[src/rtl/multicycle_ctrl_pkg.sv]
// Shared definitions for the multicycle controller: opcode map, FSM state
// encoding, jump encodings, PSW bit positions and the decoded op-class bundle.
package multicycle_ctrl_pkg;

  // Primary opcodes (IR[15:11])
  localparam logic [4:0] OP_SYS   = 5'b00000;
  localparam logic [4:0] OP_LHI   = 5'b00001;
  localparam logic [4:0] OP_LLI   = 5'b00010;
  localparam logic [4:0] OP_LDR   = 5'b00011;
  localparam logic [4:0] OP_STR   = 5'b00100;
  localparam logic [4:0] OP_ALU   = 5'b00101;
  localparam logic [4:0] OP_ALUI  = 5'b00110;
  localparam logic [4:0] OP_CMP   = 5'b00111;
  localparam logic [4:0] OP_B     = 5'b01000;
  localparam logic [4:0] OP_BCOND = 5'b01001;
  localparam logic [4:0] OP_JR    = 5'b01010;

  // SYS function codes (IR[1:0])
  localparam logic [1:0] FUNC_OUTR = 2'b00;
  localparam logic [1:0] FUNC_HLT  = 2'b01;

  // BCOND condition codes (IR[1:0])
  localparam logic [1:0] BC_Z  = 2'b00;
  localparam logic [1:0] BC_NZ = 2'b01;
  localparam logic [1:0] BC_C  = 2'b10;
  localparam logic [1:0] BC_N  = 2'b11;

  // Jump mux encodings
  localparam logic [1:0] JMP_NONE = 2'b00;
  localparam logic [1:0] JMP_IMM  = 2'b01;
  localparam logic [1:0] JMP_REG  = 2'b10;

  // PSW bit indices
  localparam int unsigned PSW_N = 32'd2;
  localparam int unsigned PSW_Z = 32'd1;
  localparam int unsigned PSW_C = 32'd0;

  // Controller phases
  typedef enum logic [2:0] {
    ST_IDLE   = 3'd0,
    ST_FETCH  = 3'd1,
    ST_DECODE = 3'd2,
    ST_EXEC   = 3'd3,
    ST_MEM    = 3'd4,
    ST_WB     = 3'd5,
    ST_HALT   = 3'd6
  } state_t;

  // Op-class bundle produced by the decoder; the FSM looks only at this
  typedef struct packed {
    logic       is_load;    // LDR
    logic       is_store;   // STR
    logic       is_li;      // LHI or LLI
    logic       is_li_hi;   // LHI (high-byte immediate)
    logic       is_alu;     // ALU, ALUI, CMP
    logic       use_imm;    // B operand is the immediate
    logic       reads_rb;   // RB read address comes from the RB field
    logic       alu_sub;    // ALU subtracts
    logic       writes_rf;  // result written back to the register file
    logic       sets_flag;  // PSW updated in EXEC
    logic       is_branch;  // B, BCOND, JR
    logic       is_bcond;   // conditional branch
    logic [1:0] jump_kind;  // JMP_* for the PC mux
    logic       is_sys;     // OUTR or HLT
    logic       is_halt;    // HLT
    logic       illegal;    // opcode/func not in the map
  } op_class_t;

  // Evaluate a BCOND condition against the PSW flags
  function automatic logic bcond_taken(input logic [1:0] func, input logic [2:0] nzc);
    logic taken;
    case (func)
      BC_Z:    taken = nzc[PSW_Z];
      BC_NZ:   taken = ~nzc[PSW_Z];
      BC_C:    taken = nzc[PSW_C];
      BC_N:    taken = nzc[PSW_N];
      default: taken = 1'b0;
    endcase
    return taken;
  endfunction

endpackage

[src/rtl/multicycle_ctrl_decode.sv]
// Combinational instruction classifier: (opcode, func) -> op-class bundle.
module multicycle_ctrl_decode
  import multicycle_ctrl_pkg::*;
(
  input  logic [4:0] opcode,
  input  logic [1:0] func,
  output op_class_t  op_class
);

  op_class_t class_s;

  // Map each opcode to its class flags; anything unmapped is illegal
  always_comb begin
    class_s = '0;
    case (opcode)
      OP_SYS: begin
        case (func)
          FUNC_OUTR: class_s.is_sys = 1'b1;
          FUNC_HLT: begin
            class_s.is_sys  = 1'b1;
            class_s.is_halt = 1'b1;
          end
          default: class_s.illegal = 1'b1;
        endcase
      end
      OP_LHI: begin
        class_s.is_li     = 1'b1;
        class_s.is_li_hi  = 1'b1;
        class_s.writes_rf = 1'b1;
      end
      OP_LLI: begin
        class_s.is_li     = 1'b1;
        class_s.writes_rf = 1'b1;
      end
      OP_LDR: begin
        class_s.is_load   = 1'b1;
        class_s.use_imm   = 1'b1;
        class_s.writes_rf = 1'b1;
      end
      OP_STR: begin
        class_s.is_store = 1'b1;
        class_s.use_imm  = 1'b1;
        class_s.reads_rb = 1'b1;
      end
      OP_ALU: begin
        class_s.is_alu    = 1'b1;
        class_s.reads_rb  = 1'b1;
        class_s.writes_rf = 1'b1;
        class_s.sets_flag = 1'b1;
        class_s.alu_sub   = func[0];
      end
      OP_ALUI: begin
        class_s.is_alu    = 1'b1;
        class_s.use_imm   = 1'b1;
        class_s.writes_rf = 1'b1;
        class_s.sets_flag = 1'b1;
      end
      OP_CMP: begin
        class_s.is_alu    = 1'b1;
        class_s.reads_rb  = 1'b1;
        class_s.sets_flag = 1'b1;
        class_s.alu_sub   = func[0];
      end
      OP_B: begin
        class_s.is_branch = 1'b1;
        class_s.jump_kind = JMP_IMM;
      end
      OP_BCOND: begin
        class_s.is_branch = 1'b1;
        class_s.is_bcond  = 1'b1;
        class_s.jump_kind = JMP_NONE;
      end
      OP_JR: begin
        class_s.is_branch = 1'b1;
        class_s.jump_kind = JMP_REG;
      end
      default: class_s.illegal = 1'b1;
    endcase
  end

  assign op_class = class_s;

endmodule

[src/rtl/multicycle_ctrl.sv]
// Multicycle FSM controller for the 16-bit RISC core. Sequences
// FETCH/DECODE/EXEC/MEM/WB and drives every datapath strobe.
// Strobes are decoded from the state register plus the op class latched at
// the DECODE edge. DECODE itself must use the live opcode, because the IR is
// only loaded on the FETCH->DECODE edge. The async reset forces the state
// register to IDLE, so every strobe drops in the same instant.
module multicycle_ctrl
  import multicycle_ctrl_pkg::*;
#(
  parameter bit ILLEGAL_HALTS = 1'b1
) (
  input  logic       clk,
  input  logic       Rst,
  input  logic [4:0] opcode,
  input  logic [1:0] ALUopcode,
  input  logic [2:0] PSW_NZC,
  output logic       Buff_MEMIns,
  output logic       MEMresource,
  output logic       WE_MEM,
  output logic       ALUorNot,
  output logic       LIorMOV,
  output logic       WBresource,
  output logic       RBresource,
  output logic       oprandB,
  output logic       LI,
  output logic       PCplus1orWB,
  output logic       WE_RF,
  output logic       Flag,
  output logic       ALUop,
  output logic       Buff_PSW,
  output logic [1:0] Jump,
  output logic       Branch,
  output logic       Buff_PC,
  output logic       done
);

  state_t    state_r;
  op_class_t op_r;
  logic [1:0] func_r;
  op_class_t dec_s;
  logic      halt_now_s;
  logic      skip_now_s;

  multicycle_ctrl_decode u_decode (
    .opcode   (opcode),
    .func     (ALUopcode),
    .op_class (dec_s)
  );

  // An illegal opcode either halts or is skipped like OUTR
  assign halt_now_s = dec_s.is_halt | (dec_s.illegal & ILLEGAL_HALTS);
  assign skip_now_s = (dec_s.is_sys & ~dec_s.is_halt) | (dec_s.illegal & ~ILLEGAL_HALTS);

  // Phase sequencer; latches the op class and func field at the DECODE edge
  always_ff @(posedge clk or negedge Rst) begin
    if (!Rst) begin
      state_r <= ST_IDLE;
      op_r    <= '0;
      func_r  <= 2'b00;
    end else begin
      case (state_r)
        ST_IDLE:   state_r <= ST_FETCH;
        ST_FETCH:  state_r <= ST_DECODE;
        ST_DECODE: begin
          op_r   <= dec_s;
          func_r <= ALUopcode;
          if (halt_now_s) begin
            state_r <= ST_HALT;
          end else if (skip_now_s) begin
            state_r <= ST_FETCH;
          end else begin
            state_r <= ST_EXEC;
          end
        end
        ST_EXEC: begin
          if (op_r.is_branch) begin
            state_r <= ST_FETCH;
          end else begin
            state_r <= ST_MEM;
          end
        end
        ST_MEM:  state_r <= ST_WB;
        ST_WB:   state_r <= ST_FETCH;
        ST_HALT: state_r <= ST_HALT;
        default: state_r <= ST_IDLE;
      endcase
    end
  end

  logic       memins_s, memres_s, we_mem_s, aluornot_s, liormov_s, wbres_s;
  logic       rbres_s, oprandb_s, li_s, pcp1_s, we_rf_s, flag_s, aluop_s;
  logic       buff_psw_s, branch_s, buff_pc_s, done_s;
  logic [1:0] jump_s;

  // Moore strobe decode; everything not named for a phase stays 0
  always_comb begin
    memins_s   = 1'b0;
    memres_s   = 1'b0;
    we_mem_s   = 1'b0;
    aluornot_s = 1'b0;
    liormov_s  = 1'b0;
    wbres_s    = 1'b0;
    rbres_s    = 1'b0;
    oprandb_s  = 1'b0;
    li_s       = 1'b0;
    pcp1_s     = 1'b0;
    we_rf_s    = 1'b0;
    flag_s     = 1'b0;
    aluop_s    = 1'b0;
    buff_psw_s = 1'b0;
    jump_s     = JMP_NONE;
    branch_s   = 1'b0;
    buff_pc_s  = 1'b0;
    done_s     = 1'b0;
    case (state_r)
      ST_FETCH: memins_s = 1'b1;
      ST_DECODE: begin
        rbres_s   = dec_s.reads_rb;
        oprandb_s = dec_s.use_imm;
        li_s      = dec_s.is_li_hi;
        buff_pc_s = dec_s.is_sys | dec_s.illegal;
      end
      ST_EXEC: begin
        flag_s     = op_r.sets_flag;
        buff_psw_s = op_r.sets_flag;
        aluop_s    = op_r.sets_flag & op_r.alu_sub;
        jump_s     = op_r.is_branch ? op_r.jump_kind : JMP_NONE;
        // PSW is sampled live here; a preceding CMP wrote it several cycles ago
        branch_s   = op_r.is_bcond & bcond_taken(func_r, PSW_NZC);
        buff_pc_s  = op_r.is_branch;
      end
      ST_MEM: begin
        memres_s   = op_r.is_load | op_r.is_store;
        we_mem_s   = op_r.is_store;
        aluornot_s = op_r.is_li;
        liormov_s  = 1'b0;
      end
      ST_WB: begin
        buff_pc_s = 1'b1;
        we_rf_s   = op_r.writes_rf;
        pcp1_s    = op_r.writes_rf;
        wbres_s   = op_r.writes_rf & op_r.is_load;
      end
      ST_HALT: done_s = 1'b1;
      default: done_s = 1'b0;
    endcase
  end

  // Fields carried in the latched bundle that later phases do not consult
  logic unused_op_s;
  assign unused_op_s = ^{op_r.is_alu, op_r.use_imm, op_r.reads_rb, op_r.is_li_hi,
                         op_r.is_sys, op_r.is_halt, op_r.illegal};

  assign Buff_MEMIns = memins_s;
  assign MEMresource = memres_s;
  assign WE_MEM      = we_mem_s;
  assign ALUorNot    = aluornot_s;
  assign LIorMOV     = liormov_s;
  assign WBresource  = wbres_s;
  assign RBresource  = rbres_s;
  assign oprandB     = oprandb_s;
  assign LI          = li_s;
  assign PCplus1orWB = pcp1_s;
  assign WE_RF       = we_rf_s;
  assign Flag        = flag_s;
  assign ALUop       = aluop_s;
  assign Buff_PSW    = buff_psw_s;
  assign Jump        = jump_s;
  assign Branch      = branch_s;
  assign Buff_PC     = buff_pc_s;
  assign done        = done_s;

endmodule

[config.mk]
export PLATFORM = sky130hd
export DESIGN_NAME = multicycle_ctrl
export DESIGN_NICKNAME = d
export VERILOG_FILES = /design/src/rtl/multicycle_ctrl_pkg.sv /design/src/rtl/multicycle_ctrl_decode.sv /design/src/rtl/multicycle_ctrl.sv
export SDC_FILE = /design/constraint.sdc
export NUM_CORES = 1
export LEC_CHECK = 0
export ABC_AREA = 0
export BUFFER_PORTS_ARGS = -buffer_cell sky130_fd_sc_hd__buf_2
export CAP_MARGIN = 20
export CORE_AREA = 2 2 48 50
export CTS_BUF_LIST = sky130_fd_sc_hd__clkbuf_8
export DETAILED_ROUTE_END_ITERATION = 8
export DIE_AREA = 0 0 50 52
export HOLD_SLACK_MARGIN = 0.02
export PLACE_DENSITY = 0.73
export SYNTH_ARGS = -nofsm -noshare
export SYNTH_HDL_FRONTEND = slang
export SYNTH_HIERARCHICAL = 1
export SYNTH_SLANG_ARGS = --single-unit
[constraint.sdc]
create_clock -name clk -period 1.69 [get_ports clk]
set_input_delay 0.2535 -clock clk [delete_from_list [all_inputs] [get_ports clk]]
set_output_delay 0.2535 -clock clk [all_outputs]
set_load 0.05 [all_outputs]
==> metrics.md <==
| Metric | Value |
|---|---|
| Status | `completed` |
| RSZ-0062 raised after global routing | `yes` |
| Critical Path Start Type | `register` |
| CTS Buffer Depth | `2` |
| Mapped Nets | `114` |
| Cells on worst reg2reg path | `5` |
| Row count | `17` |
| Die Width | `50 um` |
| Boundary Pins | `31` |
| Root buffer cell | `clkbuf_8` |
| CTS tree | `built` |
| P_leak | `0.000714 uW` |
| Detail Route Antenna Nets | `0` |
| Fillers | `170` |
| Final Cycle Share | `0.999` |
| GP Congestion | `0.783` |
| Critical path peak fanout | `6` |
| # diodes | `0` |
| GRT overflow | `0` |
| Die area | `2600 um^2` |
| Starting Density | `0.462` |
| First-pass GRT wire length | `3.57 mm` |
| Max Slew Vio Count | `0` |
| Cells along the critical path | `nor2b_2, and3_2, and2_2, buf_6` |
| Gr usage total | `0.179` |
| DR WL/cell | `13.9 um` |
| Layout cell share with drive strength beyond 1 | `0.557` |
| Hpwl dp | `1.67 mm` |
| Clock sink count | `15` |
| P per Cell Area | `1340 nW/um^2` |
| CP max-delay cell | `dfrtp_2` |
| Commonest non-fill, non-tap cell in the layout | `buf_4` |
| TritonCTS Buffers | `3` |
| Worst Path Required | `1.44 ns` |
| Crit path DAT | `1.43 ns` |
| Mean Syn Cell Area | `9.53 um^2` |
| CTS H-Tree Depth | `1` |
| Pin count of the biggest net entering global routing | `16` |
| Initial DRC Count | `29` |
| Total number of vias | `911` |
| Commonest cells after routing, fill and taps aside | `23 x buf_4, 15 x buf_2, 12 x nor2_1, 12 x mux2_2, 12 x dfrtp_1` |
| Maximum capacitance violations | `0` |
| Port bufs | `29` |
| WHS | `0.298 ns` |
| Insertion delay to the later sink of the worst-skew pair | `0.25 ns` |
| Max frequency | `0.593 GHz` |
| Post-Syn Instances | `102` |
| Vias in the first global route | `808` |
| TNS Setup | `0 ns` |
| RR Endpoint | `op_r[7]` |
| Area of the core | `2110 um^2` |
| Routed vias/inst | `5.15` |
| Final Hold Fails | `0` |
| Kind of critical path | `reg -> out` |
| Clk slew on worst S/H paths | `0.07 ns` |
| Reg area | `379 um^2` |
| Final Skew | `0.00130 ns` |
| Final core occ | `0.677` |
| Initial antenna violation count | `0` |
| Worst r2r src | `state_r[0]` |
| Flop-to-flop setup slack | `0.09 ns` |
| Multi-input logic area | `592 um^2` |
| Final wirelength | `2.46 mm` |
| CP endpoint | `WBresource` |
| Maximum VDD drop | `0.832 mV` |
| Setup Viol. Count Final | `0` |
| Cell Area, Synth | `972 um^2` |
| Synth warn | `6` |
| Min Tclk post-route | `1.69 ns` |
| Final net count | `162` |
| CP peak stage delay | `0.45 ns` |
| DRC | `0` |
| Critical Path Start | `state_r[2]` |
| TritonRoute pass-1 iters | `4` |
| Setup crit end kind | `output pin` |
| Layout area overhead | `46.7%` |
| DIE HEIGHT | `52 um` |
| HP Class | `in -> reg` |
## through the flow
stage                     area [um^2]  setup slack (ns)  power [uW]  std cells
after floorplan                   986            -0.188        1180        102
after global placement           1180           -0.0213        1330        161
after detailed placement         1180           -0.0277        1360        161
after CTS                        1320           -0.0550        1750        169
after global routing             1430           -0.0374        2010        177
final                            1430           0.00240        1910        177
## state kept, by name (all words and copies together) (netlist names)
register,flops
func_r,2
op_r,10
state_r,3
## worst max-delay path: cells and delay by family (launching register included)
kind,cells,cell delay [ns]
buffers and inverters,1,0.15
DFF,1,0.45
and+or+nand+nor,3,0.59
## per-layer routing
metal	routed length (um)	track usage	share of wire
met5	0	0	0
met3	109	0.0172	0.044
met2	1330	0.311	0.54
met4	8	0.0694	0.0033
met1	1010	0.228	0.41
## what timing repair did
action / 4_1_cts / 5_1_grt
setup buffers: 3 / 8
endpoints found under the setup margin: 16 / 22
hold buffers: 1 / 0
gates resized for setup: 20 / 22
pin swaps: 1 / 2
hold endpoints to repair: 15 / 0
## how the worst min path moves through the flow
stage	from	slack, ns	depth (start not counted)	end
2_1_floorplan	Rst	-0.04	0	func_r[0]
3_3_place_gp	Rst	0.18	1	state_r[1]
3_5_place_dp	Rst	0.19	1	state_r[1]
5_1_grt	ALUopcode[0]	0.31	2	func_r[0]
6_report	ALUopcode[0]	0.30	2	func_r[0]
4_1_cts	ALUopcode[0]	0.29	2	func_r[0]
## layout make-up
type,instances,share of cell area
multi-input combinational,80,0.415
sequential,15,0.266
timing repair buffer,48,0.257
clock buffer,3,0.0289
tap,28,0.0246
inverter,2,0.00526
clock inverter,1,0.00351
## power breakdown
group	total [uW]	switching [uW]	leakage (uW)	internal, uW
clock	298	135	0.0000255	163
combinational	963	482	0.000494	481
sequential	648	150	0.000194	497
total	1910	768	0.000714	1140
(Power assumes the default switching activity.)
